$ cat src/rtl/serial_add_ctrl_pkg.sv
// Shared definitions for the bit-serial adder controller.
//   state_t : FSM state encoding (IDLE/RUN/FIN); any other code is illegal
//             and recovers to IDLE.
package serial_add_ctrl_pkg;

  typedef enum logic [1:0] {
    ST_IDLE = 2'd0,
    ST_RUN  = 2'd1,
    ST_FIN  = 2'd2
  } state_t;

endpackage

$ cat src/rtl/serial_add_ctrl_fulladder.sv
// Single-bit full adder, the only datapath element of the serial adder.
//   A, B, CIN : operand bits and carry-in
//   SUM       : A ^ B ^ CIN
//   CARRY     : majority(A, B, CIN)
module FullAdder (
  input  logic A,
  input  logic B,
  input  logic CIN,
  output logic SUM,
  output logic CARRY
);

  assign SUM   = A ^ B ^ CIN;
  assign CARRY = (A & B) | (A & CIN) | (B & CIN);

endmodule

$ cat src/rtl/serial_add_ctrl.sv
// Bit-serial adder controller: one FullAdder is time-shared over WIDTH bits,
// LSB first, one bit per clock, with a START/BUSY/DONE handshake.
//   CLK, RST_N   : clock, synchronous active-low reset
//   START        : request, honoured only in IDLE
//   A, B, CIN    : operands and carry-in, captured when START is accepted
//   BUSY         : high while an operation is in RUN or FIN
//   DONE         : one-cycle pulse when SUM/COUT/OVF are updated
//   SUM/COUT/OVF : registered result, carry-out and signed overflow
module serial_add_ctrl
  import serial_add_ctrl_pkg::*;
#(
  parameter int WIDTH = 8,
  parameter int CNT_W = $clog2(WIDTH)
) (
  input  logic             CLK,
  input  logic             RST_N,
  input  logic             START,
  input  logic [WIDTH-1:0] A,
  input  logic [WIDTH-1:0] B,
  input  logic             CIN,
  output logic             BUSY,
  output logic             DONE,
  output logic [WIDTH-1:0] SUM,
  output logic             COUT,
  output logic             OVF
);

  localparam logic [CNT_W-1:0] CNT_LAST = CNT_W'(WIDTH - 1);

  state_t           r_state;
  logic [WIDTH-1:0] r_a_sr;
  logic [WIDTH-1:0] r_b_sr;
  logic [WIDTH-1:0] r_s_sr;
  logic             r_c;      // running carry
  logic             r_c_msb;  // carry into the MSB, for overflow
  logic [CNT_W-1:0] r_cnt;
  logic             r_busy;
  logic             r_done;
  logic [WIDTH-1:0] r_sum;
  logic             r_cout;
  logic             r_ovf;

  logic w_fa_sum;
  logic w_fa_carry;

  FullAdder u_fa (
    .A     (r_a_sr[0]),
    .B     (r_b_sr[0]),
    .CIN   (r_c),
    .SUM   (w_fa_sum),
    .CARRY (w_fa_carry)
  );

  always_ff @(posedge CLK) begin
    if (!RST_N) begin
      r_state <= ST_IDLE;
      r_a_sr  <= '0;
      r_b_sr  <= '0;
      r_s_sr  <= '0;
      r_c     <= 1'b0;
      r_c_msb <= 1'b0;
      r_cnt   <= '0;
      r_busy  <= 1'b0;
      r_done  <= 1'b0;
      r_sum   <= '0;
      r_cout  <= 1'b0;
      r_ovf   <= 1'b0;
    end else begin
      r_done <= 1'b0;
      case (r_state)
        ST_IDLE: begin
          if (START) begin
            r_a_sr  <= A;
            r_b_sr  <= B;
            r_c     <= CIN;
            r_cnt   <= '0;
            r_busy  <= 1'b1;
            r_state <= ST_RUN;
          end
        end
        ST_RUN: begin
          // Sum bits enter at the top so the LSB ends up at bit 0 after WIDTH shifts.
          r_s_sr <= {w_fa_sum, r_s_sr[WIDTH-1:1]};
          r_a_sr <= r_a_sr >> 1;
          r_b_sr <= r_b_sr >> 1;
          r_c    <= w_fa_carry;
          r_cnt  <= r_cnt + 1'b1;
          if (r_cnt == CNT_LAST) begin
            r_c_msb <= r_c;
            r_state <= ST_FIN;
          end
        end
        ST_FIN: begin
          r_sum   <= r_s_sr;
          r_cout  <= r_c;
          r_ovf   <= r_c_msb ^ r_c;
          r_done  <= 1'b1;
          r_busy  <= 1'b0;
          r_state <= ST_IDLE;
        end
        default: begin
          r_busy  <= 1'b0;
          r_state <= ST_IDLE;
        end
      endcase
    end
  end

  assign BUSY = r_busy;
  assign DONE = r_done;
  assign SUM  = r_sum;
  assign COUT = r_cout;
  assign OVF  = r_ovf;

endmodule

$ cat config.mk
export PLATFORM = sky130hd
export DESIGN_NAME = serial_add_ctrl
export DESIGN_NICKNAME = d
export VERILOG_FILES = /design/src/rtl/serial_add_ctrl_pkg.sv /design/src/rtl/serial_add_ctrl_fulladder.sv /design/src/rtl/serial_add_ctrl.sv
export SDC_FILE = /design/constraint.sdc
export NUM_CORES = 1
export LEC_CHECK = 0
export BUFFER_PORTS_ARGS = -buffer_cell sky130_fd_sc_hd__buf_4
export CAP_MARGIN = 25
export CORE_ASPECT_RATIO = 0.5
export CORE_MARGIN = 8
export CORE_UTILIZATION = 44
export DETAILED_ROUTE_END_ITERATION = 16
export PLACE_DENSITY = 0.65
export RECOVER_POWER = 100
export SYNTH_ARGS = -nofsm -noshare
export SYNTH_HDL_FRONTEND = slang
export SYNTH_SLANG_ARGS = --single-unit
$ cat constraint.sdc
create_clock -name CLK -period 1.3 [get_ports CLK]
set_clock_uncertainty 0.05 [all_clocks]
set_input_delay 0.13 -clock CLK [delete_from_list [all_inputs] [get_ports CLK]]
set_output_delay 0.13 -clock CLK [all_outputs]
set_load 0.01 [all_outputs]
Word level (Yosys, flattened, before mapping):

Cells that the tools add are included.

* output and inout bits: 12
* flip-flop bits (word level): 43
* logic and storage cells: 47
* bits of input ports: 20

* equality and inequality tests: 5
* bitwise operators: 9
* reduce and logical (&&, ||, !) cells: 6
* $add $sub $neg: 1
* multiplexer cells: 14

Operators with widths (number)
* case mux 8 bit (2 select lines): 2
* 2-to-1 mux 8 bit: 2
* AND reduction 2 bit: 4
* case mux 3 bit (2 select lines): 1
* 2-to-1 mux 2 bit: 2
* != test 2 bit (second input constant): 2
* case mux 1 bit (2 select lines): 2
* case mux 2 bit (2 select lines): 1
* adder 3 x 1 -> 3 bit (second input constant): 1
* bitwise AND 1 bit: 3
* == test 3 bit (second input constant): 1
* 2-to-1 mux 1 bit: 3
* 2-to-1 mux 3 bit: 1
* XOR 1 bit: 3
* == test 2 x 1 -> 1 bit (second input constant): 1
* == test 2 bit (second input constant): 1
* logical NOT 2 bit: 1
* OR 1 bit: 2
* nonzero test 2 bit: 1
* inverter 1 bit: 1

Longest topological paths before layout:

* word-level depth: 4
* depth in mapped cells: 5
* mapped depth without buffers: 4

Hierarchy:

Synthesis repeated with hierarchy kept, for this count alone.

* cell total of the unflattened synthesis: 194
* area, all modules: 1843.0 um^2

Modules (own cells, without submodules)
* serial_add_ctrl: area each 1823.0 um^2, sequential area each 860.8 um^2, cells each 193, times used 1
* FullAdder: area each 20.0 um^2, sequential area each 0.0 um^2, cells each 1, times used 1

Worst setup path before layout:

Ideal clock, no wire load.

* path kind: register -> register
* start: register r_c
* end: register r_s_sr[7]
* data required time: 1174 ps
* clock period less this slack: 1152 ps
* buffers on the path: 0
* path slack: 148 ps
* library setup time: 76 ps
* cell stages (with the launch flop): 4
* arrival: 1026 ps
* path through: dfxtp_1 > fa_1 > nand2_1 > a21boi_0

* word-level cells in the longest chain between the ends: 1

Ends and longest elaborated chain
* start: declaration: line serial_add_ctrl.sv:34 `logic r_c;`
* start signal: assignment: line serial_add_ctrl.sv:86 `r_c <= w_fa_carry;`
* XOR 1 bit: line serial_add_ctrl_fulladder.sv:13 `assign SUM = A ^ B ^ CIN;`
* via u_fa.SUM: line serial_add_ctrl_fulladder.sv:9 `output logic SUM,`
* end signal: assignment: line serial_add_ctrl.sv:83 `r_s_sr <= {w_fa_sum, r_s_sr[WIDTH-1:1]};`
* end: declaration: line serial_add_ctrl.sv:33 `logic [WIDTH-1:0] r_s_sr;`

The timed path passes the listed nets, and every way through them passes these cells.
A chain may end at the register's enable or synchronous reset.

Worst setup path after layout:

Same ends and word-level chain as after synthesis.

==> results.json <==
{
  "setup_slack_ns": 0.08724,
  "leakagePower_nw": 0.8152,
  "port-buffer-count": 31,
  "dp_hpwl_mm": 2.558,
  "async_reset_ff_share_pct": 0,
  "fin_area_um2": 2158,
  "met2WireLength_mm": 1.580,
  "pre_cts_slack_ns": 0.03095,
  "period_needed_ns": 1.213,
  "fin_util_pct": 55.01,
  "synth_area_leaders": "dfxtp_1 48%, mux2i_1 8.3%, nand2_1 7.9%, o211ai_1 6.2%, a21boi_0 4.2%",
  "grt_pass1_wl_mm": 6.168,
  "grt_max_degree": 37,
  "synthToLayoutAreaGrowth_pct": 19.46,
  "grt_usage_pct": 11.82,
  "fin_hold_ws_ns": 0.05459,
  "r2r-start": "r_c",
  "synth_cells": 192,
  "fill_cells": 388,
  "synthTopCellsByCount": "43 x dfxtp_1, 38 x nand2_1, 15 x mux2i_1, 15 x o211ai_1, 15 x o21ai_0",
  "die_x_um": 106.6,
  "cts_tree": "done",
  "status": "completed",
  "slowest_delay_ns": 0.54,
  "cts_buffers": 5,
  "firstDrtPassIters": 4,
  "hold_class": "input pin to flop",
  "cp_num_buf_inv": 0,
  "crit_required_ns": 1.47,
  "io_pins": 32,
  "routed_via_density": 4.982,
  "yosysUniqueCellTypes": 31,
  "crit_cells": 3,
  "postRouteAntennaNets": 0,
  "power_density_nw_per_um2": 1186,
  "grt_remaining_overflow": 0,
  "worstPathMaxFanout": 5,
  "path_class": "flop to flop",
  "fp-row-count": 16,
  "post-synth-top-area-cell": "dfxtp_1",
  "ys.flop_type": "dfxtp_1",
  "place_congestion": 0.7272,
  "yosysTopAreaCellShare_pct": 47.65,
  "clockRootBuffer": "clkbuf_8",
  "reg2reg_to": "r_s_sr[7]",
  "achievable-frequency_ghz": 0.8246,
  "cts_buffer_depth": 2,
  "placed_area_um2": 2100,
  "ys_seq_elements": 43,
  "reg2reg_depth": 3,
  "critPathSlowestCell": "fa_1",
  "cap_violations": 0,
  "cp-startpoint": "r_c",
  "antenna_found_initial": 0,
  "postCtsSetupBuffers": 0,
  "seqCellArea_um2": 862.1,
  "path_clk_slew_ns": 0.08,
  "worst_pin_slew_ns": 0.3630,
  "diodes": 0,
  "yosysMostFrequentCell": "dfxtp_1",
  "synth_area_um2": 1807,
  "clock-sinks": 43,
  "synth.avg_cell_area_um2": 9.410,
  "wl_met3_um": 177,
  "synth_edf_count": 0,
  "drt_iter0_drc": 37,
  "highest_layer": "met4",
  "wire_per_inst_um": 12.97,
  "slew_viol_final": 0,
  "crit_chain": "fa_1 > nand2_1 > a21boi_0",
  "wl_mm": 3.658,
  "drc_errors": 0,
  "clock_latency_ns": 0.29,
  "final-setup-viol-count": 0,
  "peakVddDrop_mv": 0.5178,
  "period_share_pct": 93.29,
  "start_util_pct": 46.05,
  "core_area_um2": 3924,
  "drive_gt1_share_pct": 18.42,
  "synth_nets": 215,
  "cp-end-kind": "flop",
  "grt_pass1_vias": 1387,
  "relSlewSlack_pct": 75.80,
  "startpoint_type": "flop",
  "synth_warnings": 0,
  "r2r_setup_slack_ns": 0.09,
  "num_vias": 1405,
  "arrival_ns": 1.38,
  "final-hold-violation-count": 0,
  "whs_path_depth": 3,
  "synth-seq-area-share_pct": 47.65,
  "wl_met1_mm": 1.862,
  "die_area_um2": 6537,
  "cp-endpoint": "r_s_sr[7]",
  "cts_max_level": 2,
  "nets": 250,
  "die_h_um": 61.31,
  "crit_family": "adder cells",
  "multi_input_comb_area_um2": 843.3
}
[how the worst min path moves through the flow]
stage / endpoint / from / slack, ns
2_1_floorplan: r_a_sr[2] / A[2] / 0.25
4_1_cts: r_a_sr[3] / A[3] / 0.05
5_1_grt: r_a_sr[2] / A[2] / 0.06
3_5_place_dp: r_a_sr[2] / A[2] / 0.36
3_3_place_gp: r_a_sr[2] / A[2] / 0.34
6_report: r_a_sr[4] / A[4] / 0.05
[sequential cells by signal (all words and copies together), names as in the netlist, 2 cells and up]
register  flops
r_state       2
r_a_sr        8
r_b_sr        8
SUM           8
r_s_sr        8
r_cnt         3
[report_power, final]
part	internal [mW]	switching, mW
logic	0.124	0.117
clock network	0.485	0.433
registers	1.37	0.0338
[metal layers]
layer  vias to the layer above  track usage (%)
met4                         0            4.158
met5                         -                0
li1                        738                -
met3                         4            4.384
met2                        26            18.79
met1                       637            14.62
[metrics by stage]
stage	total power [mW]	std cells	TNS (ns)
after floorplan	1.583	192	0
after global placement	1.670	274	0
after detailed placement	1.675	274	0
after CTS	2.591	282	0
after global routing	2.688	282	-0.006167
final	2.560	282	0
[cells by family after synthesis]
logic type | count (synthesis) | share of synthesized area [%]
xor gates and xnor gates | 1 | 0.4849
DFF | 43 | 47.65
buffers and inverters | 17 | 5.817
and+or+nand+nor | 52 | 12.95
AOI/OAI and AO/OA | 61 | 22.30
adders and majority gates | 3 | 2.493
muxes | 15 | 8.310
[tightest hold or removal path: stages]
cell     delay [ns]
buf_4          0.07
mux2i_1        0.05
o21ai_1        0.10
[final cells by class]
type | count | share of cell area, %
flip-flops and latches | 43 | 39.94
multi-input cells | 132 | 39.07
repair buffers | 43 | 12.87
clock buffers | 8 | 4.638
well taps | 54 | 3.130
inverters | 2 | 0.3478
[cells in the final DEF, fill, tap and decap left out, types with 2 or more instances in the layout]
master / instances
dfxtp_1: 42
clkbuf_8: 7
nand2_1: 38
inv_1: 2
a21boi_1: 9
o211ai_1: 15
a21oi_1: 4
nand4_1: 2
a21boi_0: 10
clkbuf_1: 13
nand3_1: 2
o21ai_1: 6
nand2b_1: 2
o21ai_0: 15
mux2i_1: 15
buf_4: 31
[timing repair]
action / 4_1_cts / 5_1_grt
hold buffers: 0 / 0
gates resized for setup: 0 / 2
endpoints found under the setup margin: 0 / 29
(Power assumes the default switching activity.)
